File: src/rtl/psum_out_buffer.sv
// psum_out_buffer: output buffer of the PE datapath.
// Circular FIFO with first-word-fall-through read side and valid/ready
// handshake. Tracks popped words per output row and flags the last psum
// of each row on out_last. Overflowing pushes are dropped and a sticky
// flag records them.
// Optional feature: define OUTBUF_LEVEL_EN to expose the occupancy on
// outbuf_level; without it the port is absent and behaviour is unchanged.
module psum_out_buffer #(
  parameter int DATA_WIDTH = 17,
  parameter int DEPTH      = 8,
  parameter int ADDR_LEN   = 3,
  parameter int ROW_LEN_W  = 8
) (
  input  logic                  clk,
  input  logic                  rst,
  input  logic                  outbuf_write,
  input  logic [DATA_WIDTH-1:0] outbuf_inp,
  output logic                  outbuf_full,
  input  logic [ROW_LEN_W-1:0]  row_len,
  input  logic                  row_len_ld,
  input  logic                  out_ready,
  output logic                  out_valid,
  output logic [DATA_WIDTH-1:0] out_data,
  output logic                  out_last,
  output logic                  outbuf_overflow
`ifdef OUTBUF_LEVEL_EN
  ,
  output logic [ADDR_LEN:0]     outbuf_level
`endif
);

  localparam logic [ADDR_LEN:0]  DEPTH_C = (ADDR_LEN+1)'(DEPTH);
  localparam logic [ROW_LEN_W-1:0] ONE_C = ROW_LEN_W'(1);

  // Storage; read asynchronously so the head word falls through.
  logic [DATA_WIDTH-1:0] mem [DEPTH];

  // Pointers carry one extra wrap bit to distinguish full from empty.
  logic [ADDR_LEN:0]     wptr_reg;
  logic [ADDR_LEN:0]     rptr_reg;
  logic [ADDR_LEN:0]     count;
  logic [ROW_LEN_W-1:0]  row_len_reg;
  logic [ROW_LEN_W-1:0]  row_cnt_reg;
  logic                  overflow_reg;
  logic                  pop;
  logic                  push_ok;

  // Status flags derived only from registered pointers.
  always_comb begin
    count       = wptr_reg - rptr_reg;
    outbuf_full = (count == DEPTH_C);
    out_valid   = (count != '0);
    out_data    = out_valid ? mem[rptr_reg[ADDR_LEN-1:0]] : '0;
    out_last    = out_valid & (row_cnt_reg == (row_len_reg - ONE_C));
    pop         = out_ready & out_valid;
    // A pop in the same cycle frees a slot, so a full FIFO may still accept.
    push_ok     = outbuf_write & (~outbuf_full | pop);
  end

  assign outbuf_overflow = overflow_reg;

`ifdef OUTBUF_LEVEL_EN
  assign outbuf_level = count;
`endif

  // Memory write port; contents need no reset because pointers gate reads.
  always_ff @(posedge clk) begin
    if (!rst && push_ok) begin
      mem[wptr_reg[ADDR_LEN-1:0]] <= outbuf_inp;
    end
  end

  // Pointer update and sticky overflow flag.
  always_ff @(posedge clk) begin
    if (rst) begin
      wptr_reg     <= '0;
      rptr_reg     <= '0;
      overflow_reg <= 1'b0;
    end else begin
      if (push_ok) begin
        wptr_reg <= wptr_reg + 1'b1;
      end
      if (pop) begin
        rptr_reg <= rptr_reg + 1'b1;
      end
      if (outbuf_write && !push_ok) begin
        overflow_reg <= 1'b1;
      end
    end
  end

  // Row tracking: a zero row length is treated as one; a load restarts the row.
  always_ff @(posedge clk) begin
    if (rst) begin
      row_len_reg <= ONE_C;
      row_cnt_reg <= '0;
    end else if (row_len_ld) begin
      row_len_reg <= (row_len == '0) ? ONE_C : row_len;
      row_cnt_reg <= '0;
    end else if (pop) begin
      row_cnt_reg <= out_last ? '0 : row_cnt_reg + ONE_C;
    end
  end

endmodule

File: config.mk
export PLATFORM = sky130hd
export DESIGN_NAME = psum_out_buffer
export DESIGN_NICKNAME = d
export VERILOG_FILES = /design/src/rtl/psum_out_buffer.sv
export SDC_FILE = /design/constraint.sdc
export NUM_CORES = 1
export LEC_CHECK = 0
export ABC_CLOCK_PERIOD_IN_PS = 7000
export CAP_MARGIN = 20
export CELL_PAD_IN_SITES_DETAIL_PLACEMENT = 1
export CELL_PAD_IN_SITES_GLOBAL_PLACEMENT = 2
export CORE_MARGIN = 5
export CORE_UTILIZATION = 40
export DETAILED_ROUTE_END_ITERATION = 8
export PLACE_DENSITY = 0.77
export SETUP_SLACK_MARGIN = 0.5
export SYNTH_ARGS = -nofsm -noshare
export SYNTH_HDL_FRONTEND = slang
export SYNTH_SLANG_ARGS = --single-unit
File: constraint.sdc
create_clock -name clk -period 7 [get_ports clk]
set_input_delay 2.1 -clock clk [delete_from_list [all_inputs] [get_ports clk]]
set_output_delay 2.1 -clock clk [all_outputs]
set_load 0.02 [all_outputs]
==> metrics.log, run 1 <==
INFO  metric syn-instance-count = ~400
INFO  metric routabilityCongestion = 0.7104
INFO  metric largest_register_ff_count = 136
INFO  metric timing.max_slew.rel_slack = 0.5673
INFO  metric cp_top_family = buffers and inverters
INFO  metric cts_max_level = 4
INFO  metric remaining_drc_errors = 0
INFO  metric worst_ep_required_time = 4900 ps
INFO  metric portBuffers = 50
INFO  metric antenna_violations_before_repair = 0
INFO  metric final_hold_viol_count = 0
INFO  metric initialDrtViolationCount = 152
INFO  metric drt.antenna.violating_nets = 0
INFO  metric final.setup.tns = 0 ps
INFO  metric fmax = 0.1911 GHz
INFO  metric wire_per_inst = 20.82 um
INFO  metric final_core_util = 0.4893
INFO  metric cpMaxStageDelayCell = clkdlybuf4s50_1
INFO  metric avgSynthCellArea = 16.97 um^2
INFO  metric synth_ff_type = edfxtp_1
INFO  metric setup.reg_to_reg.worst_slack = slightly below 4000 ps
INFO  metric ys_ff_latch = 164
INFO  metric rr_startpoint = wptr_reg[0]
INFO  metric cts_setup_buffers = 0
INFO  metric fp.dieH = roughly 140 um
INFO  metric unrepaired_setup_endpoints_after_global_routing = no
INFO  metric mappedNetlistArea = 0.006719 mm^2
INFO  metric r2r.worst_path.cells = 9
INFO  metric final-setup-viol-count = 0
INFO  metric worst_stage_delay_on_the_critical_path = 630 ps
INFO  metric clock-sinks = 164
INFO  metric worstPathMaxFanout = 28
INFO  metric post_drt_via_cell_ratio = 5.217
INFO  metric worstHoldStart = outbuf_overflow
INFO  metric postcts_resize_cnt = 0
INFO  metric grt.overflow.total = 0
INFO  metric synth-edff-count = 136
INFO  metric startpoint_type = register
INFO  metric worst-path-stages = 8
INFO  metric drive_above_1_share = 0.1915
INFO  metric crit_chain = inv_1 -> ha_1 -> nor2b_1 -> xnor2_1 -> and4bb_1 -> buf_4 -> nor3_1 -> clkdlybuf4s50_1
INFO  metric insertion_delay = 420 ps
INFO  metric nNetsFinal = just under 500
INFO  metric rows = 47
INFO  metric synth.distinct_cells = 46
INFO  metric max-clock-path-buffers = 2
INFO  metric post-route-min-period = between 5000 and 6000 ps
INFO  metric antennaDiodeCount = 0
INFO  metric numPlacedInstances = 658
INFO  metric synth-seq-area-share = 0.6912
INFO  metric die_area = about 0.02 mm^2
INFO  metric timing.critical_path.to_type = primary output
INFO  metric path_buf_inv = 3
INFO  metric inserted_clock_buffers = 17
INFO  metric number_of_global_route_vias_before_repair = 3895
INFO  metric worst_setup_path_startpoint = wptr_reg[0]
INFO  metric max-vdd-ir-drop = approximately 0.18 mV
INFO  metric ctsRootBufferMaster = clkbuf_16
INFO  metric clk_transition_reported_paths = around 60 ps
INFO  metric regToRegEndpoint = mem[2][4]
INFO  metric hold_buffers = 0
INFO  metric clock-skew-final = 9.113 ps
INFO  metric result_of_the_run = completed
INFO  metric detailed_routing_iterations_pass_1 = 4
INFO  metric grt_util_all_layers = 0.1562
INFO  metric grt_first_pass_wirelength = 22820 um
INFO  metric power = 2.808 mW
INFO  metric ys_warn_count = 0
INFO  metric path_class = register to primary output
INFO  metric crit_arrival = 3130 ps
INFO  metric cellPowerDensity = 347.3 mW/mm^2
INFO  metric final_min_period_over_clock_period = 0.7474
INFO  metric cap_violations = 0
INFO  metric num_vias = 3600
INFO  metric fp.coreArea = 0.01652 mm^2
INFO  metric layout.cells.non_filler = 690
INFO  metric floorplan.initialDensity = 0.4066
INFO  metric area_growth_syn_to_layout = 20.34%
INFO  metric dp_hpwl = about 9200 um
INFO  metric pre_cts_slack = 2180 ps
INFO  metric tightest_slew = approximately 650 ps
INFO  metric power_leakage = 2.582 nW
INFO  metric postSynth.asyncResetShare = 0
INFO  metric total_wire_length_after_detailed_routing = 14360 um
INFO  metric layout_setup_ws = 1768 ps
INFO  metric slew_violations = 0
INFO  metric crit_path_end = out_last
INFO  metric io_pins = 51
INFO  metric worst_hold_path_type = register to register
INFO  metric largest_net_degree_at_the_start_of_global_routing = 29
INFO  metric die_width = 139.6 um
INFO  metric cts_tree = yes
INFO  metric postSynthNetCount = 433
-- logic make-up after synthesis --
family,Yosys count,share of synthesized area
adders and majority gates,7,0.01303
DFF,164,0.6912
muxes,60,0.1527
AOI/OAI and AO/OA,19,0.02198
buffers and inverters,31,0.01974
xor gates and xnor gates,24,0.03128
and+or+nand+nor,91,0.07002
-- worst min-delay path by stage --
stage	to	cells past startpoint
6_report	outbuf_overflow	2
5_1_grt	outbuf_overflow	2
4_1_cts	outbuf_overflow	2
3_5_place_dp	outbuf_overflow	2
3_3_place_gp	outbuf_overflow	2
2_1_floorplan	wptr_reg[3]	2
-- Yosys cell counts (2+ instances only) --
library cell	count	share of area
nor2_1	42	0.023
xnor2_1	16	0.021
edfxtp_1	136	0.61
nand3_1	6	0.0045
nor3b_1	2	0.0022
buf_2	6	0.0045
dfxtp_1	28	0.083
nor3_1	11	0.0082
xor2_1	8	0.010
mux2i_1	26	0.039
inv_1	10	0.0056
nand4_1	3	0.0028
nand4b_1	2	0.0026
nor4_1	4	0.0037
nand2b_1	2	0.0019
clkbuf_1	12	0.0067
o21ai_0	3	0.0022
a21oi_1	4	0.0030
nand3b_1	3	0.0034
or3_1	4	0.0037
ha_1	7	0.013
nand2_1	4	0.0022
mux4_2	34	0.11
-- metal layers --
metal,share of wire,global-route usage,wire length [um]
met5,0,0,0
met4,0.011,0.04488,153
met3,0.042,0.04220,606
met2,0.52,0.2626,7452
met1,0.43,0.2005,6152
-- tightest hold or removal path, cell delays in order (launching register included) --
cell and delay, ps:
dfxtp_1 330, a21oi_1 40, nor2_1 70
-- cell usage in the layout, fill, tap and decap left out, drive strengths merged, types with 3 or more instances in the layout --
master | netlist | final
a21oi | 4 | 4
buf | 8 | 13
clkbuf | 13 | 17
clkdlybuf4s50 | 0 | 50
clkinv | 0 | 7
clkinvlp | 0 | 3
dfxtp | 28 | 28
edfxtp | 136 | 136
ha | 7 | 7
inv | 10 | 14
mux2i | 26 | 26
mux4 | 34 | 34
nand2 | 4 | 4
nand3 | 6 | 6
nand3b | 3 | 3
nand4 | 3 | 3
nor2 | 43 | 43
nor3 | 11 | 11
nor4 | 4 | 4
o21ai | 4 | 4
or3 | 5 | 5
xnor2 | 16 | 16
xor2 | 8 | 8
-- cell type report --
type	count	area (um^2)
well taps	220	275.3
clock inverters	15	131.4
repair buffers	63	598.1
fillers	1594	8439
inverters	10	37.54
flip-flops and latches	164	4646
clock buffers	17	425.4
multi-input cells	201	1972
-- power by group --
part           total (mW)  switching [mW]  internal, mW  leakage (nW)
registers            1.15          0.0523          1.10          1.46
logic               0.782           0.411         0.371         0.859
clock network       0.874           0.384         0.491         0.266
-- stage by stage --
stage                     instance area [um^2]  hold slack (ps)
after CTS                                 8085            479.0
after global placement                    7528            456.1
final                                     8085            475.4
after global routing                      8085            511.0
after floorplan                           6719            471.3
after detailed placement                  7528            460.8
(Power assumes the default switching activity.)
==> run 2: changes to the inputs <==
ABC_CLOCK_PERIOD_IN_PS = 4400   (was 7000)
CORE_UTILIZATION = 39   (was 40)
PLACE_DENSITY = 0.78   (was 0.77)
clock period = 4.4 ns   (was 7 ns; I/O delays follow)
==> run 2 against run 1 <==
  * Register-to-register slack got worse by 2500 ps
  * Cell count rose by 1.0%
  * Global-route usage fell by 0.26 points
  * Total power up 59%
  * Wire length is 0.19% lower
  * Critical endpoint is now out_data[7]
  * Core utilization is 1.4 points lower
  * Largest cell class unchanged
  * Die area up 2.4%
  * Sequential share of layout area down 0.26 points
  * Highest routed layer unchanged
  * Setup slack lost 1100 ps
  * Clock power grew 62%
==> metrics.log, run 2 (synthesis results as in run 1) <==
INFO  metric remaining_drc_errors = 0 (unchanged)
INFO  metric area.sequential = 0.004653 mm^2 (+0.16%)
INFO  metric mostFrequentLayoutCell = edfxtp_1
INFO  metric wire_per_inst = 20.57 um (-1.2%)
INFO  metric antenna_violations_before_repair = 0 (unchanged)
INFO  metric inserted_clock_buffers = 17 (unchanged)
INFO  metric layout_common_cells = 136 x edfxtp_1, 42 x nor2_1, 34 x mux4_2, 30 x clkdlybuf4s50_1, 26 x mux2i_1
INFO  metric tightest_slew = 618.3 ps (-29.94 ps)
INFO  metric crit_arrival = 2450 ps (-680 ps)
INFO  metric fin_area = 0.008135 mm^2 (+0.62%)
INFO  metric wl_met1 = 5922 um (-3.7%)
INFO  metric highest-signal-layer = met4
INFO  metric timing.critical_path.to_type = primary output
INFO  metric grt.overflow.total = 0 (unchanged)
INFO  metric fillers = 1659 (+4.1%)
INFO  metric io_pins = 51 (unchanged)
INFO  metric cellPowerDensity = 550.5 mW/mm^2 (+58%)
INFO  metric initialDrtViolationCount = 192 (+26%)
INFO  metric area_growth_syn_to_layout = 21.08%
INFO  metric rows = 48 (+2.1%)
INFO  metric portBuffers = 50 (unchanged)
INFO  metric die_width = 141.3 um (+1.2%)
INFO  metric path_class = register to primary output
INFO  metric timing.max_slew.rel_slack = 0.5873 (+0.01999)
INFO  metric grt_util_all_layers = 0.1537 (-0.002570)
INFO  metric worst_hold_path_type = register to register
INFO  metric grt_first_pass_wirelength = 22930 um (+0.48%)
INFO  metric clock-skew-final = 6.528 ps (-2.585 ps)
INFO  metric final.setup.tns = 0 ps (unchanged)
INFO  metric dp_hpwl = 8838 um (-4.0%)
INFO  metric slew_violations = 0 (unchanged)
INFO  metric sequential_power_share = 0.402 (-0.008)
INFO  metric final-setup-viol-count = 0 (unchanged)
INFO  metric detailed_routing_iterations_pass_1 = 4 (unchanged)
INFO  metric total_wire_length_after_detailed_routing = 14340 um (-0.19%)
INFO  metric max-vdd-ir-drop = 0.2737 mV (+50%)
INFO  metric post_drt_via_cell_ratio = 5.129 (-1.7%)
INFO  metric drive_above_1_share = 0.2267 (+0.03521)
INFO  metric power = 4.478 mW (+59%)
INFO  metric detailed_place.area = 0.007560 mm^2 (+0.42%)
INFO  metric power.share.clock = 0.316 (+0.005)
INFO  metric worst_ep_required_time = 3080 ps (-1820 ps)
INFO  metric largest_net_degree_at_the_start_of_global_routing = 35 (+21%)
INFO  metric fp.dieH = 141.3 um (+1.2%)
INFO  metric number_of_global_route_vias_before_repair = 4051 (+4.0%)
INFO  metric final_hold_viol_count = 0 (unchanged)
INFO  metric detailroute.wirelength.met2 = 7584 um (+1.8%)
INFO  metric pint = 3.103 mW (+58%)
INFO  metric final_min_period_over_clock_period = 0.8569
INFO  metric power.switching = 1.376 mW (+62%)
INFO  metric ctsRootBufferMaster = clkbuf_16
INFO  metric cts_max_level = 4 (unchanged)
INFO  metric post-route-min-period = about 3800 ps
INFO  metric antennaDiodeCount = 0 (unchanged)
INFO  metric drt.antenna.violating_nets = 0 (unchanged)
INFO  metric insertion_delay = 420 ps (about the same)
INFO  metric floorplan.initialDensity = 0.3925 (-0.01406)
INFO  metric clock-sinks = 164 (unchanged)
INFO  metric fp.coreArea = 0.01712 mm^2 (+3.6%)
INFO  metric cap_violations = 0 (unchanged)
INFO  metric max-clock-path-buffers = 2 (unchanged)
INFO  metric routabilityCongestion = 0.7329 (+3.2%)
INFO  metric nNetsFinal = 496 (+0.40%)
INFO  metric largest_register_ff_count = 136 (unchanged)
INFO  metric clk_transition_reported_paths = 70 ps (about the same)
INFO  metric p_sw_frac = 0.3072 (+0.005498)
INFO  metric cts_tree = yes
INFO  metric unrepaired_setup_endpoints_after_global_routing = no
INFO  metric multiInputGateArea = 0.001983 mm^2 (+0.57%)
INFO  metric die_area = 0.01995 mm^2 (+2.4%)
INFO  metric fmax = roughly 0.27 GHz
INFO  metric result_of_the_run = completed
INFO  metric num_vias = 3575 (-0.69%)
INFO  metric power.share.combinational = 0.282 (+0.004)
INFO  metric power_leakage = 2.649 nW (+2.6%)
INFO  metric worstPathMaxFanout = 16 (-43%)
INFO  metric startpoint_type = register
INFO  metric detailed_routed_wire_length_on_met3 = 709 um (+17%)
## run 2: changes by cell type in the layout (fill, tap and decap cells not counted), sizes merged
cell / delta
dlygate4sd2: +9
buf: +3
inv: +2
clkdlybuf4s15: +5
clkdlybuf4s50: -20
clkinv: -2
clkbuf: +4
dlymetal6s2s: +1
## run 2: what timing repair did
action / CTS / global route
setup endpoints to repair: 20 / 13
pin swaps: 2 / 0
gates resized for setup: 35 / 13
hold endpoints to repair: 0 / 0
buffers inserted: 2 / 0
hold buffers: 0 / 0
## run 2: power groups by stage
stage / clock network (mW) / registers [mW] / logic, mW
2_1_floorplan: 0 / 1.81 / 0.826
3_3_place_gp: 0 / 1.82 / 1.31
3_5_place_dp: 0 / 1.83 / 1.33
4_1_cts: 1.46 / 1.80 / 1.29
5_1_grt: 1.54 / 1.81 / 1.36
6_report: 1.42 / 1.80 / 1.26
## run 2: final timing paths
kind,startpoint,end,slack (ps),cells past startpoint
max reg2reg,wptr_reg[0],mem[2][3],1500,10
min,outbuf_overflow,outbuf_overflow,480,2
max,rptr_reg[2],out_data[7],630,8
min reg2reg,outbuf_overflow,outbuf_overflow,480,2
## run 2: layout make-up
| type | count | area share |
|---|---|---|
| inverter | 10 | 0.004614 |
| timing repair buffer | 65 | 0.07459 |
| sequential | 164 | 0.5720 |
| clock buffer | 17 | 0.05229 |
| tap | 225 | 0.03460 |
| clock inverter | 15 | 0.01815 |
| multi-input combinational | 201 | 0.2438 |
## run 2: per-stage QoR
stage	utilization	std cells	hold WS (ps)	worst slack, ps
floorplan	-	396	471.3	679.2
global placement	0.4417	663	453.1	463.5
detailed placement	0.4417	663	472.5	345.5
CTS	0.4754	697	489.0	519.1
global route	0.4753	697	510.8	518.9
finish	0.4753	697	479.9	629.8
## run 2: critical path: stages, from the launching register on
cell and delay, ps:
dfxtp_1 360, inv_1 80, ha_1 330, a21oi_1 190
a21o_1 200, and4bb_4 310, buf_12 170, nor2_1 60
dlygate4sd2_1 320
## run 2: metal layers
metal  GRT usage  vias up
li1            -     1664
met2      0.2691       76
met1      0.1889     1826
met4     0.04437        0
met3     0.03842        9
met5           0        -
==> run 3: changes to the inputs <==
CORE_ASPECT_RATIO = 1.25   (was unset)
SKIP_CTS_REPAIR_TIMING = 1   (was unset)
==> run 3 against run 2 <==
  * Global-route usage decreased by 0.14 points
  * Design area is 0.52% higher
  * First-iteration DRC count fell by 9.4%
  * Flip-flop and latch count unchanged
  * Largest power group unchanged
  * Core utilization increased by 0.83 points
==> metrics.log, run 3 (synthesis results as in run 1) <==
INFO  metric result_of_the_run = completed
INFO  metric ctsRootBufferMaster = clkbuf_16
INFO  metric largest_net_degree_at_the_start_of_global_routing = 35 (unchanged)
INFO  metric slew_violations = 0 (unchanged)
INFO  metric cts_max_level = 4 (unchanged)
INFO  metric cellPowerDensity = 557.9 mW/mm^2 (+1.4%)
INFO  metric final.setup.tns = 0 ps (unchanged)
INFO  metric post-route-min-period = 4077 ps (+307.1 ps)
INFO  metric max-vdd-ir-drop = 0.3000 mV (+9.6%)
INFO  metric floorplan.initialDensity = 0.3973 (+0.004792)
INFO  metric pre_cts_slack = 483.7 ps (+138.2 ps)
INFO  metric largest_register_ff_count = 136 (unchanged)
INFO  metric antennaDiodeCount = 0 (unchanged)
INFO  metric clock-skew-final = 7.358 ps (+0.8298 ps)
INFO  metric layout.cells.non_filler = 693 (-0.57%)
INFO  metric die_area = 0.01997 mm^2 (about the same)
INFO  metric detailed_routing_iterations_pass_1 = 4 (unchanged)
INFO  metric fmax = 0.2453 GHz (-7.5%)
INFO  metric startpoint_type = register
INFO  metric remaining_drc_errors = 0 (unchanged)
INFO  metric initialDrtViolationCount = 174 (-9.4%)
INFO  metric final_min_period_over_clock_period = 0.9266 (+0.06979)
INFO  metric inserted_clock_buffers = 17 (unchanged)
INFO  metric grt.overflow.total = 0 (unchanged)
INFO  metric drt.antenna.violating_nets = 0 (unchanged)
INFO  metric insertion_delay = 420 ps (about the same)
INFO  metric worst_ep_required_time = 3080 ps (about the same)
INFO  metric final_hold_viol_count = 0 (unchanged)
INFO  metric dp_hpwl = 9160 um (+3.6%)
INFO  metric cts_tree = yes
INFO  metric drive_above_1_share = 0.2051 (-0.02162)
INFO  metric portBuffers = 50 (unchanged)
INFO  metric fp.coreArea = 0.01691 mm^2 (-1.2%)
INFO  metric layout_common_cells = 136 x edfxtp_1, 42 x nor2_1, 36 x clkdlybuf4s50_1, 34 x mux4_2, 26 x mux2i_1
INFO  metric fp.dieH = 156.8 um (+11%)
INFO  metric antenna_violations_before_repair = 1 (+1)
INFO  metric timing.max_slew.rel_slack = 0.6185 (+0.03127)
INFO  metric clk_transition_reported_paths = 60 ps (about the same)
INFO  metric max-clock-path-buffers = 2 (unchanged)
INFO  metric numPlacedInstances = 661 (-0.30%)
INFO  metric crit_arrival = 2760 ps (+310 ps)
INFO  metric layout_setup_ws = 322.8 ps (-307.1 ps)
INFO  metric rows = 53 (+10%)
INFO  metric die_width = 127.4 um (-9.8%)
INFO  metric timing.critical_path.to_type = primary output
INFO  metric power_leakage = 2.792 nW (+5.4%)
INFO  metric power = 4.563 mW (+1.9%)
INFO  metric worstPathMaxFanout = 13 (-3)
INFO  metric total_wire_length_after_detailed_routing = 14190 um (-1.0%)
INFO  metric clock-sinks = 164 (unchanged)
INFO  metric num_vias = 3616 (+1.1%)
INFO  metric post_drt_via_cell_ratio = 5.218 (+1.7%)
INFO  metric path_class = register to primary output
INFO  metric unrepaired_setup_endpoints_after_global_routing = yes
INFO  metric mostFrequentLayoutCell = edfxtp_1
INFO  metric routabilityCongestion = 0.7451 (+1.7%)
INFO  metric grt_first_pass_wirelength = 22750 um (-0.78%)
INFO  metric grt_util_all_layers = 0.1523 (-0.001363)
INFO  metric nNetsFinal = 497 (+0.20%)
INFO  metric area_growth_syn_to_layout = 21.71%
INFO  metric wire_per_inst = 20.48 um (-0.45%)
INFO  metric io_pins = 51 (unchanged)
INFO  metric final-setup-viol-count = 0 (unchanged)
INFO  metric cap_violations = 0 (unchanged)
INFO  metric worst_hold_path_type = register to register
INFO  metric tightest_slew = 571.1 ps (-47.17 ps)
INFO  metric number_of_global_route_vias_before_repair = 4066 (+0.37%)
run 3: cell types whose count changed in the layout (fill, tap and decap cells not counted), moves of 3 or more:
cell	before	now
buf_4	13	16
clkbuf_2	4	1
clkdlybuf4s15_1	3	0
clkdlybuf4s50_1	30	36
dlygate4sd2_1	9	0
dlymetal6s2s_1	1	13
run 3: layer usage:
layer,track usage,up-vias,wire length (um),share of wire
met4,0.05416,2,229,0.016
met2,0.2710,72,7604,0.54
met5,0,-,13,0.00092
met1,0.1795,1853,5833,0.41
met3,0.03619,21,509,0.036
li1,-,1668,-,-
run 3: cell type report:
cell class              instances  area (um^2)
repair buffers                 66        648.1
fillers                      1656         8732
inverters                      10        37.54
flip-flops and latches        164         4648
well taps                     220        275.3
multi-input cells             201         1972
clock inverters                14        167.7
clock buffers                  18        429.2
run 3: power breakdown:
part	internal (mW)	switching (mW)	leakage, nW
sequential	1.75	0.0375	1.46
clock	0.853	0.627	0.286
combinational	0.585	0.710	1.05
run 3: path summary, 6_finish.rpt:
path | depth (start not counted) | end | slack, ps | start
max | 8 | out_data[10] | 320 | wptr_reg[0]
min | 2 | outbuf_overflow | 470 | outbuf_overflow
max reg2reg | 9 | mem[3][13] | 1520 | rptr_reg[2]
min reg2reg | 2 | outbuf_overflow | 470 | outbuf_overflow
run 3: worst max-delay path, cell delays in order, from the launching register on:
cell	delay, ps
dfxtp_1	330
inv_1	100
ha_1	230
nor2b_1	150
xnor2_1	250
and4bb_1	310
buf_4	220
nor2_1	120
clkdlybuf4s50_1	620
run 3: per-stage QoR:
stage / util / instance area, um^2 / hold WS [ps]
global placement: 0.4465 / 7551 / 470.5
floorplan: - / 6719 / 471.3
CTS: 0.4818 / 8148 / 483.8
global route: 0.4836 / 8178 / 500.6
detailed placement: 0.4465 / 7551 / 463.3
finish: 0.4836 / 8178 / 473.0
